[src/rtl/laser_pkg.sv]
// Types and constants shared by the laser transmit scheduler and the
// receiver-side frame parser.
package laser_pkg;

  typedef enum logic [2:0] {
    ST_IDLE,
    ST_SYNC,
    ST_HEADER,
    ST_PAYLOAD,
    ST_CHECKSUM,
    ST_GAP
  } tx_sched_state_t;

  localparam logic [7:0] DEFAULT_SYNC_BYTE = 8'hA5;

endpackage

[src/rtl/laser_tx_scheduler_stall_timer.sv]
// Up-counter with synchronous clear and enable; tc_o flags the cycle whose
// increment would reach TIMEOUT, and the count wraps to zero there.
module stall_timer #(
  parameter int unsigned TIMEOUT = 1024
) (
  input  logic clk_i,
  input  logic rst_ni,
  input  logic clr_i,
  input  logic en_i,
  output logic tc_o
);

  localparam int unsigned   W    = (TIMEOUT > 1) ? $clog2(TIMEOUT) : 1;
  localparam logic [W-1:0] LAST = W'(TIMEOUT - 1);

  logic [W-1:0] cnt_q, cnt_d;

  assign tc_o = en_i && !clr_i && (cnt_q == LAST);

  always_comb begin
    cnt_d = cnt_q;
    if (clr_i)      cnt_d = '0;
    else if (tc_o)  cnt_d = '0;
    else if (en_i)  cnt_d = cnt_q + 1'b1;
  end

  always_ff @(posedge clk_i) begin
    if (!rst_ni) cnt_q <= '0;
    else         cnt_q <= cnt_d;
  end

endmodule

[src/rtl/laser_tx_scheduler.sv]
// Frame sequencer: sync, header, payload, optional checksum, idle gap.
// Checksum pair is built only when LASER_TX_CHECKSUM_EN is defined.
module laser_tx_scheduler
  import laser_pkg::*;
#(
  parameter int unsigned GAP_CYCLES = 16,
  parameter int unsigned TIMEOUT    = 1024,
  parameter logic [7:0]  SYNC_BYTE  = DEFAULT_SYNC_BYTE
) (
  input  logic        clk_i,
  input  logic        rst_ni,
  input  logic        start,
  input  logic [7:0]  len,
  input  logic [15:0] in_data,
  input  logic        in_valid,
  output logic        in_ready,
  output logic [7:0]  tx_data1,
  output logic [7:0]  tx_data2,
  output logic        tx_ready1,
  output logic        tx_ready2,
  output logic        tx_en,
  input  logic        tx_done,
  output logic        busy,
  output logic        frame_done,
  output logic        error
);

`ifdef LASER_TX_CHECKSUM_EN
  localparam tx_sched_state_t AFTER_PAYLOAD = ST_CHECKSUM;
`else
  localparam tx_sched_state_t AFTER_PAYLOAD = ST_GAP;
`endif

  tx_sched_state_t state_q, state_d;
  logic [7:0]  len_q, len_d;
  logic [7:0]  cnt_q, cnt_d;
  logic [15:0] hold_q, hold_d;
  logic        hold_vld_q, hold_vld_d;
  logic        err_q, err_d;
`ifdef LASER_TX_CHECKSUM_EN
  logic [7:0]  xor1_q, xor1_d, xor2_q, xor2_d;
`endif

  logic hold_load, stall_en, stall_clr, stall_tc;
  logic gap_en, gap_clr, gap_tc;
  logic tx_rdy;

  assign hold_load = (state_q == ST_PAYLOAD) && in_valid && !hold_vld_q;
  assign stall_en  = (state_q == ST_PAYLOAD) && !hold_vld_q;
  assign stall_clr = (state_q != ST_PAYLOAD) || hold_load;
  assign gap_en    = (state_q == ST_GAP);
  assign gap_clr   = (state_q != ST_GAP);

  stall_timer #(.TIMEOUT(TIMEOUT)) u_stall (
    .clk_i (clk_i), .rst_ni(rst_ni), .clr_i(stall_clr), .en_i(stall_en), .tc_o(stall_tc)
  );

  stall_timer #(.TIMEOUT(GAP_CYCLES)) u_gap (
    .clk_i (clk_i), .rst_ni(rst_ni), .clr_i(gap_clr), .en_i(gap_en), .tc_o(gap_tc)
  );

  always_comb begin
    state_d    = state_q;
    len_d      = len_q;
    cnt_d      = cnt_q;
    hold_d     = hold_q;
    hold_vld_d = hold_vld_q;
    err_d      = err_q;
`ifdef LASER_TX_CHECKSUM_EN
    xor1_d     = xor1_q;
    xor2_d     = xor2_q;
`endif
    tx_rdy     = 1'b0;
    tx_en      = 1'b0;
    in_ready   = 1'b0;
    tx_data1   = '0;
    tx_data2   = '0;
    unique case (state_q)
      ST_IDLE: begin
        if (start) begin
          len_d   = len;
          err_d   = 1'b0;
          cnt_d   = '0;
`ifdef LASER_TX_CHECKSUM_EN
          xor1_d  = '0;
          xor2_d  = '0;
`endif
          state_d = ST_SYNC;
        end
      end
      ST_SYNC: begin
        tx_en    = 1'b1;
        tx_rdy   = 1'b1;
        tx_data1 = SYNC_BYTE;
        tx_data2 = SYNC_BYTE;
        if (tx_done) state_d = ST_HEADER;
      end
      ST_HEADER: begin
        tx_en    = 1'b1;
        tx_rdy   = 1'b1;
        tx_data1 = len_q;
        tx_data2 = ~len_q;
        if (tx_done) state_d = (len_q == '0) ? AFTER_PAYLOAD : ST_PAYLOAD;
      end
      ST_PAYLOAD: begin
        tx_en    = 1'b1;
        in_ready = !hold_vld_q;
        tx_rdy   = hold_vld_q;
        tx_data1 = hold_vld_q ? hold_q[15:8] : '0;
        tx_data2 = hold_vld_q ? hold_q[7:0]  : '0;
        if (hold_load) begin
          hold_d     = in_data;
          hold_vld_d = 1'b1;
        end else if (hold_vld_q && tx_done) begin
          hold_vld_d = 1'b0;
          cnt_d      = cnt_q + 8'd1;
`ifdef LASER_TX_CHECKSUM_EN
          xor1_d     = xor1_q ^ hold_q[15:8];
          xor2_d     = xor2_q ^ hold_q[7:0];
`endif
          // count is compared before increment so len=255 never needs a 9th bit
          if (cnt_q == len_q - 8'd1) state_d = AFTER_PAYLOAD;
        end else if (stall_tc) begin
          err_d   = 1'b1;
          state_d = ST_IDLE;
        end
      end
`ifdef LASER_TX_CHECKSUM_EN
      ST_CHECKSUM: begin
        tx_en    = 1'b1;
        tx_rdy   = 1'b1;
        tx_data1 = xor1_q;
        tx_data2 = xor2_q;
        if (tx_done) state_d = ST_GAP;
      end
`endif
      ST_GAP: begin
        if (gap_tc) state_d = ST_IDLE;
      end
      default: state_d = ST_IDLE;
    endcase
  end

  assign tx_ready1  = tx_rdy;
  assign tx_ready2  = tx_rdy;
  assign busy       = (state_q != ST_IDLE);
  assign frame_done = (state_q == ST_GAP) && gap_tc;
  assign error      = err_q;

  always_ff @(posedge clk_i) begin
    if (!rst_ni) begin
      state_q    <= ST_IDLE;
      len_q      <= '0;
      cnt_q      <= '0;
      hold_q     <= '0;
      hold_vld_q <= 1'b0;
      err_q      <= 1'b0;
`ifdef LASER_TX_CHECKSUM_EN
      xor1_q     <= '0;
      xor2_q     <= '0;
`endif
    end else begin
      state_q    <= state_d;
      len_q      <= len_d;
      cnt_q      <= cnt_d;
      hold_q     <= hold_d;
      hold_vld_q <= hold_vld_d;
      err_q      <= err_d;
`ifdef LASER_TX_CHECKSUM_EN
      xor1_q     <= xor1_d;
      xor2_q     <= xor2_d;
`endif
    end
  end

endmodule

[config.mk]
export PLATFORM = sky130hd
export DESIGN_NAME = laser_tx_scheduler
export DESIGN_NICKNAME = d
export VERILOG_FILES = /design/src/rtl/laser_pkg.sv /design/src/rtl/laser_tx_scheduler_stall_timer.sv /design/src/rtl/laser_tx_scheduler.sv
export SDC_FILE = /design/constraint.sdc
export NUM_CORES = 1
export LEC_CHECK = 0
export CAP_MARGIN = 10
export CORE_ASPECT_RATIO = 0.7
export CORE_MARGIN = 2
export CORE_UTILIZATION = 50
export DETAILED_ROUTE_END_ITERATION = 8
export PLACE_DENSITY = 0.76
export REMOVE_ABC_BUFFERS = 1
export SLEW_MARGIN = 20
export SYNTH_ARGS = -nofsm -noshare
export SYNTH_HDL_FRONTEND = slang
export SYNTH_SLANG_ARGS = --single-unit
[constraint.sdc]
create_clock -name clk_i -period 3.2 [get_ports clk_i]
set_input_delay 0.64 -clock clk_i [delete_from_list [all_inputs] [get_ports clk_i]]
set_output_delay 0.64 -clock clk_i [all_outputs]
set_load 0.005 [all_outputs]
After elaboration in Yosys (flattened, before gate mapping)
Index checks and enable logic that the tools add are counted.
Widths: inputs -> output; s select.
{"block": "totals", "reg_bits": 51, "wordCells": 89}
{"block": "op_classes", "reduce_logical": 28, "mux": 28, "n_bitwise": 2, "eq_ne": 19, "n_addsub": 4}
{"cell": "$pmux 8 s3", "count": 2}
{"cell": "$mux 8", "count": 5}
{"cell": "$mux 3", "count": 9}
{"cell": "$pmux 8 s2", "count": 1}
{"cell": "$pmux 3 s5", "count": 1}
{"cell": "$ne 2x2->1 const B", "count": 7}
{"cell": "$add 10x1->10 const B", "count": 1}
{"cell": "$eq 10x10->1 const B", "count": 1}
{"cell": "$logic_and 1x1->1", "count": 9}
{"cell": "$ne 3x2->1 const B", "count": 3}
{"cell": "$reduce_or 3->1", "count": 3}
{"cell": "$add 8x1->8 const B", "count": 1}
{"cell": "$eq 8x8->1", "count": 1}
{"cell": "$logic_not 8->1", "count": 1}
{"cell": "$mux 1", "count": 8}
{"cell": "$not 8->8", "count": 1}
{"cell": "$sub 8x1->8 const B", "count": 1}
{"cell": "$reduce_and 7->1", "count": 1}
{"cell": "$eq 3x2->1 const B", "count": 2}
{"cell": "$reduce_and 2->1", "count": 3}
{"cell": "$reduce_and 5->1", "count": 1}
{"cell": "$add 4x1->4 const B", "count": 1}
{"cell": "$eq 4x4->1 const B", "count": 1}
{"cell": "$pmux 1 s2", "count": 2}
{"cell": "12 further kinds", "count": 15}

Logic depth before layout (Yosys ltp)
Gate-level depths: netlist of run 1.
{"block": "logic_depth", "depth_word": 11, "depth_mapped": 8}

Modules after synthesis
Synthesis of run 1 repeated with hierarchy kept, for this count alone.
{"block": "unflattened", "cells_unflattened": 369, "area_unflattened_um2": 2860.2}
{"mod": "laser_tx_scheduler", "area_each_um2": 2187.1, "seq_area_each_um2": 740.7, "cells_each": 295, "n_inst": 1}
{"mod": "stall_timer at u_stall", "area_each_um2": 488.0, "seq_area_each_um2": 200.2, "cells_each": 56, "n_inst": 1}
{"mod": "stall_timer at u_gap", "area_each_um2": 185.2, "seq_area_each_um2": 80.1, "cells_each": 18, "n_inst": 1}

Worst setup path before layout of run 1
No wires, ideal clock.
{"block": "synth_path", "path_type": "flip-flop to output port", "startpoint": "register state_q[0]", "endpoint": "output port tx_data2[3]", "arrival_time_ps": 1384, "n_path_buf": 3, "required_time_ps": 2560, "setup_slack_ps": 1176, "path_stages_with_launch": 6, "path_cell_list": "dfxtp_1 clkbuf_1 clkbuf_1 clkbuf_1 a31oi_1 nor2_1"}
{"block": "synth_between", "elab_chain_len": 2}
{"item": "start: declaration", "line": "laser_tx_scheduler.sv:34", "source": "tx_sched_state_t state_q, state_d;"}
{"item": "start signal: assignment", "line": "laser_tx_scheduler.sv:163", "source": "state_q <= state_d;"}
{"item": "$eq 3x2->1 / $eq 3x1->1 (equally long branches)", "line": "laser_tx_scheduler.sv:78", "source": "unique case (state_q)"}
{"item": "$pmux 8 s3 *", "line": "laser_tx_scheduler.sv:78"}
{"item": "end: declaration", "line": "laser_tx_scheduler.sv:18", "source": "output logic [7:0] tx_data2,"}
Mark *: on every way between the ends. The rest lies on a longest branch, timed or not.

Worst setup path after layout of run 1
{"block": "layout_path", "startpoint": "register state_q[0]", "endpoint": "output port tx_data1[1]"}
{"block": "layout_between", "elab_chain_len": 2}
{"item": "$eq 3x2->1 / $eq 3x1->1 (equally long branches)", "line": "laser_tx_scheduler.sv:78"}
{"item": "$pmux 8 s3 *", "line": "laser_tx_scheduler.sv:78"}
{"item": "end: declaration", "line": "laser_tx_scheduler.sv:17", "source": "output logic [7:0] tx_data1,"}
Marked as above.

==> results of run 1 <==
[cell usage in the layout, fill, tap and decap left out, types with 3 or more instances in the layout]
cell and instances:
clkdlybuf4s50_1 51, and3_1 5, inv_1 8, dfxtp_1 51, nand2b_1 6, a22oi_1 4
nor2b_1 5, nor3b_1 3, a31oi_1 5, xor2_1 16, a21boi_0 25, ha_1 4
nor3_1 4, a21oi_1 15, nand3b_1 3, clkbuf_8 7, nor2_1 49, nand4_1 6
buf_4 7, xnor2_1 10, nand3_1 9, o21ai_0 5, nand2_1 83
[how the worst min path moves through the flow]
stage | to | cells after the start
after floorplan | u_gap.cnt_q[0] | 1
after global placement | u_gap.cnt_q[0] | 1
after detailed placement | u_gap.cnt_q[0] | 1
after CTS | u_gap.cnt_q[0] | 1
after global routing | u_gap.cnt_q[0] | 1
final | u_gap.cnt_q[0] | 1
[through the flow]
step	instances	util	hold slack (ns)	power (mW)	setup WS [ns]
after floorplan	344	-	0.418	1.11	0.320
after global placement	474	0.629	0.433	1.44	0.700
after detailed placement	474	0.629	0.438	1.44	0.660
after CTS	482	0.648	0.458	1.85	0.309
after global routing	482	0.648	0.470	1.96	0.0922
final	482	0.648	0.455	1.84	0.269
[per-layer routing]
| metal | up-vias | share of wire | GRT usage |
|---|---|---|---|
| met5 | - | 0 | 0 |
| met4 | 0 | 0.0095 | 0.0625 |
| met3 | 8 | 0.066 | 0.0468 |
| met2 | 78 | 0.41 | 0.333 |
| met1 | 1143 | 0.51 | 0.315 |
| li1 | 1312 | - | - |
[registers in the layout, indices dropped and copies added (netlist names)]
name,flops
cnt_q,8
error,1
hold_q,16
hold_vld_q,1
len_q,8
state_q,3
u_gap.cnt_q,4
u_stall.cnt_q,10
[Yosys cell counts (all sizes together) (5+ instances only)]
master  count
nand2      83
a31oi       5
clkbuf     17
nor3        5
nor2       49
and3        5
nand2b      6
xnor2      10
xor2       16
o21ai       6
a21boi     25
dfxtp      51
a21oi      15
inv         8
nand3       9
nand4       7
nor2b       5
[area by class of cell]
type,count,area [um2]
Fill cell,495,1860
Multi-Input combinational cell,285,1620
Sequential cell,51,1020
Timing Repair Buffer,58,563
Clock buffer,8,100
Tap cell,72,90.1
Inverter,8,30.0
[worst max-delay path, delay by kind of cell, from the launching register on]
family | cells | cell delay [ns]
simple gates | 2 | 0.26
compound gates | 1 | 0.11
flops | 1 | 0.76
buf+inv | 2 | 0.86
[kinds of logic after synthesis]
family,Yosys count
buffers and inverters,29
muxes,1
and+or+nand+nor,190
AOI/OAI and AO/OA,64
xor gates and xnor gates,26
adders and majority gates,4
DFF,51
[power groups by stage]
stage          Sequential, mW  Clock, mW  Combinational (mW)
3_5_place_dp            0.762          0               0.682
3_3_place_gp            0.761          0               0.677
2_1_floorplan           0.758          0               0.355
5_1_grt                 0.758      0.438               0.764
6_report                0.750      0.404               0.687
4_1_cts                 0.748      0.414               0.688
==> reports/results.txt, run 1 <==
Clk_skew -> 0.00691 ns
Outcome -> finished, final reports clean
Die W -> 92.8 um
Crit-path max cell delay -> 0.76 ns
Count of final hold-check violations -> 0
Post-synthesis sequential area ratio -> 0.370
RePlAce Congestion -> 0.878
Max-slew violations -> 0
Pint -> 1.23 mW
DP HPWL -> 4690 um
Clock root buffer -> clkbuf_8
Clock Path Buffers -> 2
Initial DRC Count -> 130
Number of global-route vias before repair -> 2356
Hold path start -> u_gap.cnt_q[0]
CTS H-Tree Depth -> 2
Total grt overflow -> 0
Setup violations, final -> 0
CTS Sinks -> 51
Synth Area in Compound Gates -> 0.161
Final Instance Area -> 0.00342 mm2
Post-synthesis adder-cell area fraction -> 0.0181
I/O pin count -> 52
Synthesized flop and latch total -> 51
Worst path slowest cell -> dfxtp_1
Top post-synthesis cells by area -> dfxtp_1 (37%), nand2_1 (11%), a21boi_0 (6.8%)
Power share of the clock group -> 0.220
RSZ-0062 raised after global routing -> no
Post-Syn Instances -> 365
Count of cell types in the netlist -> 48
Multiplexer area fraction after synthesis -> 0.00362
Worst path arrival time -> 2.29 ns
Worst Path Class, Setup -> flip-flop to output pin
Reg-to-Reg Start -> state_q[0]
DRC -> 0
Critical path, cell by cell -> buf_4 -> nand3_1 -> o21ai_0 -> nor2b_1 -> clkdlybuf4s50_1
DRT Wirelength -> 6440 um
Clock Pin Slew Worst Setup and Hold Paths -> 0.09 ns
Via-to-Cell Ratio -> 5.27
Crit path launch -> state_q[0]
Synth Cell Area -> 0.00276 mm2
Pin count of the biggest net entering global routing -> 24
TNS Setup -> 0 ns
Crit path launch type -> flip-flop
Ys Warns -> 0
Hold buffers post-CTS -> 0
EDFF count, synth -> 0
Final nets -> 442
CP required -> 2.56 ns
Mean Syn Cell Area -> 7.57 um2
Starting Density -> 0.522
Count of input and output buffers -> 51
Post-synth top flop -> dfxtp_1
Flop2flop setup slack -> 0.84 ns
Sw Share -> 0.331
Initial antenna violation count -> 0
Post-synthesis simple-gate area fraction -> 0.322
Top cell type's share of synthesized area -> 0.370
Post-CTS Resized -> 0
Combinational Power Share -> 0.373
Global-route wire length before repair -> 10800 um
Area Growth Syn to Fin -> 24.0%
Total CTS buffers -> 5
Seq pwr share -> 0.407
Worst Hold Class -> flip-flop to flip-flop
Setup Buffers After CTS -> 0
Antenna Nets Post-Route -> 0
Switch Pwr -> 0.610 mW
Post-synthesis cell type with the largest combined area -> dfxtp_1
Crit share post-route -> 0.916
Asr flop ratio synth -> 0
Tightest Pin Transition -> 0.780 ns
Slew headroom -> 0.479
Clock Latency Late Sink -> 0.30 ns
CP Max Fanout -> 23
MaxCap Viol Count -> 0
Pwr dens -> 538 mW/mm2
RR Endpoint -> state_q[1]
Fmax -> 341 MHz
Core Region -> 0.00529 mm2
Lkg Pwr -> 1.22 nW
Fraction of layout cells with a size suffix above 1 -> 0.0537
Main combinational cell family by area after synthesis -> simple AND/OR/NAND/NOR gates
1st-pass router iterations -> 5
Xor and xnor area share after synthesis -> 0.0825
FP Rows -> 22
Total die area -> 0.00614 mm2
Period minus WS final -> 2.93 ns
Worst setup endpoint -> tx_data1[1]
DIE HEIGHT -> 66.2 um
CP Capture Type -> output pin
Drt wl/cell -> 13.4 um
R2R cell count -> 6
Total track usage -> 0.220
N_diodes -> 0
CTS tree -> done
Worst VDD drop -> 224 uV
Cell Area, Placed -> 0.00332 mm2
Via count -> 2541
(Power assumes the default switching activity.)
==> inputs of run 2 (changes only) <==
HOLD_SLACK_MARGIN = 0.15   (was not set)
==> results of run 2 <==
Same layout as run 1: the final DEF is identical, and so are final timing and power.
==> inputs of run 3 (changes only) <==
CORE_UTILIZATION = 35   (was 50)
PLACE_DENSITY = 0.56   (was 0.76)
==> run 3 against run 2 <==
  * Design area grew 3.1%
  * Final cell count up 6.0%
  * Combinational power about the same
  * Clock power up 50%
  * Largest cell class unchanged
  * Highest routed layer unchanged
  * Critical path type unchanged
  * Critical path depth decreased by 1
==> reports/results.txt, run 3 (synthesis gave the netlist of run 1 again) <==
CP Capture Type -> output pin (unchanged)
FP Rows -> 27 (was 22)
Top Registers -> hold_q (16), u_stall.cnt_q (10) (unchanged)
DRT Wirelength -> 7030 um (was 6440 um)
Max-slew violations -> 0 (unchanged)
Crit-path max cell delay -> 0.57 ns (was 0.76 ns)
Starting Density -> 0.355 (was 0.522)
1st-pass router iterations -> 4 (was 5)
Crit share post-route -> 0.899 (was 0.916)
DIE HEIGHT -> 78.3 um (was 66.2 um)
DP HPWL -> 5320 um (was 4690 um)
Flop2flop setup slack -> 0.70 ns (was 0.84 ns)
Fmax -> 348 MHz (was 341 MHz)
Antenna Nets Post-Route -> 0 (unchanged)
Via count -> 2516 (was 2541)
Clock root buffer -> clkbuf_16 (was clkbuf_8)
Clock Pin Slew Worst Setup and Hold Paths -> 0.07 ns (was 0.09 ns)
Reg-to-Reg Start -> state_q[0] (unchanged)
RSZ-0062 raised after global routing -> no (unchanged)
Period minus WS final -> 2.88 ns (was 2.93 ns)
Total die area -> 0.00863 mm2 (was 0.00614 mm2)
Worst Hold Class -> flip-flop to flip-flop (unchanged)
Post-layout util -> 0.454 (was 0.648)
Commonest non-fill, non-tap cell in the layout -> nand2_1 (unchanged)
I/O pin count -> 52 (unchanged)
Clk_skew -> 0.00816 ns (was 0.00691 ns)
Slew headroom -> 0.540 (was 0.479)
Clock Path Buffers -> 2 (unchanged)
Setup Buffers After CTS -> 0 (unchanged)
Worst path arrival time -> 2.24 ns (was 2.29 ns)
Outcome -> finished, final reports clean (unchanged)
Count of input and output buffers -> 51 (unchanged)
Register area -> 0.00102 mm2 (unchanged)
R2R cell count -> 5 (was 6)
Pwr dens -> 580 mW/mm2 (was 538 mW/mm2)
Max reg flops -> 16 (unchanged)
Post-CTS Resized -> 0 (unchanged)
Area Growth Syn to Fin -> 27.8% (was 24.0%)
DRC -> 0 (unchanged)
Pin count of the biggest net entering global routing -> 23 (was 24)
CP required -> 2.56 ns (about the same)
Cell family with most CP delay -> buffers and inverters (unchanged)
Total CTS buffers -> 5 (unchanged)
Global-route wire length before repair -> 11700 um (was 10800 um)
Critical path, cell by cell -> buf_4 -> nor2b_1 -> a211oi_1 -> clkdlybuf4s50_1 (was buf_4 -> nand3_1 -> o21ai_0 -> nor2b_1 -> clkdlybuf4s50_1)
N_diodes -> 0 (unchanged)
MaxCap Viol Count -> 0 (unchanged)
CTS tree -> done (unchanged)
Most frequent cells in the layout -> nand2_1 (83), dfxtp_1 (51), clkdlybuf4s50_1 (51) (unchanged)
Top reg by flops -> hold_q (unchanged)
Via-to-Cell Ratio -> 4.92 (was 5.27)
Initial antenna violation count -> 0 (unchanged)
Worst path slowest cell -> clkdlybuf4s50_1 (was dfxtp_1)
Setup violations, final -> 0 (unchanged)
Hold Path Sink -> u_gap.cnt_q[0] (unchanged)
Total grt overflow -> 0 (unchanged)
Count of final hold-check violations -> 0 (unchanged)
Worst Hold Depth -> 1 (unchanged)
RR Endpoint -> state_q[1] (unchanged)
Worst VDD drop -> 332 uV (was 224 uV)
RePlAce Congestion -> 0.823 (was 0.878)
Die W -> 110 um (was 92.8 um)
Final nets -> 442 (unchanged)
Bufs and invs on worst path -> 2 (unchanged)
Lkg Pwr -> 1.25 nW (was 1.22 nW)
Clock Latency Late Sink -> 0.29 ns (was 0.30 ns)
Fraction of layout cells with a size suffix above 1 -> 0.0561 (was 0.0537)
CP Max Fanout -> 22 (was 23)
Hold path start -> u_gap.cnt_q[0] (unchanged)
Tightest Pin Transition -> 0.689 ns (was 0.780 ns)
Multi-input gate area -> 0.00162 mm2 (unchanged)
Crit path launch type -> flip-flop (unchanged)
Initial DRC Count -> 159 (was 130)
TNS Setup -> 0 ns (unchanged)
Core Region -> 0.00777 mm2 (was 0.00529 mm2)
Hold buffers post-CTS -> 0 (unchanged)
Worst Path Class, Setup -> flip-flop to output pin (unchanged)
CTS H-Tree Depth -> 2 (unchanged)
# fillers -> 785 (was 495)
Number of global-route vias before repair -> 2360 (was 2356)
Total track usage -> 0.172 (was 0.220)
Drt wl/cell -> 13.8 um (was 13.4 um)
CTS Sinks -> 51 (unchanged)
==> run 3: worst reg2reg max path, stage by stage, from the launching register on <==
cell	delay, ns
dfxtp_1	0.77
nor4bb_1	0.53
and3_1	0.28
and3_1	0.24
o211ai_1	0.16
o311a_2	0.41
==> run 3: per-layer routing <==
layer | wire [um] | track usage | vias up
met2 | 2770 | 0.229 | 53
met4 | 24 | 0.0275 | 0
li1 | - | - | 1315
met3 | 332 | 0.0449 | 2
met5 | 0 | 0 | -
met1 | 3910 | 0.275 | 1146
==> run 3: final cells by class <==
cell class | instances | area share
repair buffers | 58 | 0.160
well taps | 101 | 0.0358
multi-input cells | 285 | 0.459
clock inverters | 3 | 0.0124
flip-flops and latches | 51 | 0.289
inverters | 8 | 0.00851
clock buffers | 5 | 0.0354
==> run 3: worst max-delay path by stage <==
stage,from,end,slack (ns),depth (start not counted)
final,state_q[0],tx_ready2,0.32,4
after global placement,start,cnt_q[5],0.59,7
after CTS,state_q[0],tx_ready2,0.33,4
after floorplan,state_q[0],state_q[1],0.32,5
after detailed placement,start,cnt_q[5],0.55,7
after global routing,state_q[0],in_ready,0.21,2
==> run 3: power breakdown <==
group / total (mW) / internal, mW / switching [mW]
clock: 0.607 / 0.369 / 0.238
sequential: 0.757 / 0.670 / 0.0877
combinational: 0.684 / 0.361 / 0.323
==> run 3: stage by stage <==
step | setup slack (ns) | hold WS [ns] | cell area [um2] | power, mW | instances
2_1_floorplan | 0.320 | 0.418 | 2670 | 1.11 | 344
3_3_place_gp | 0.589 | 0.440 | 3360 | 1.45 | 503
3_5_place_dp | 0.551 | 0.443 | 3360 | 1.45 | 503
4_1_cts | 0.331 | 0.458 | 3530 | 2.06 | 511
5_1_grt | 0.211 | 0.485 | 3530 | 2.18 | 511
6_report | 0.324 | 0.454 | 3530 | 2.05 | 511
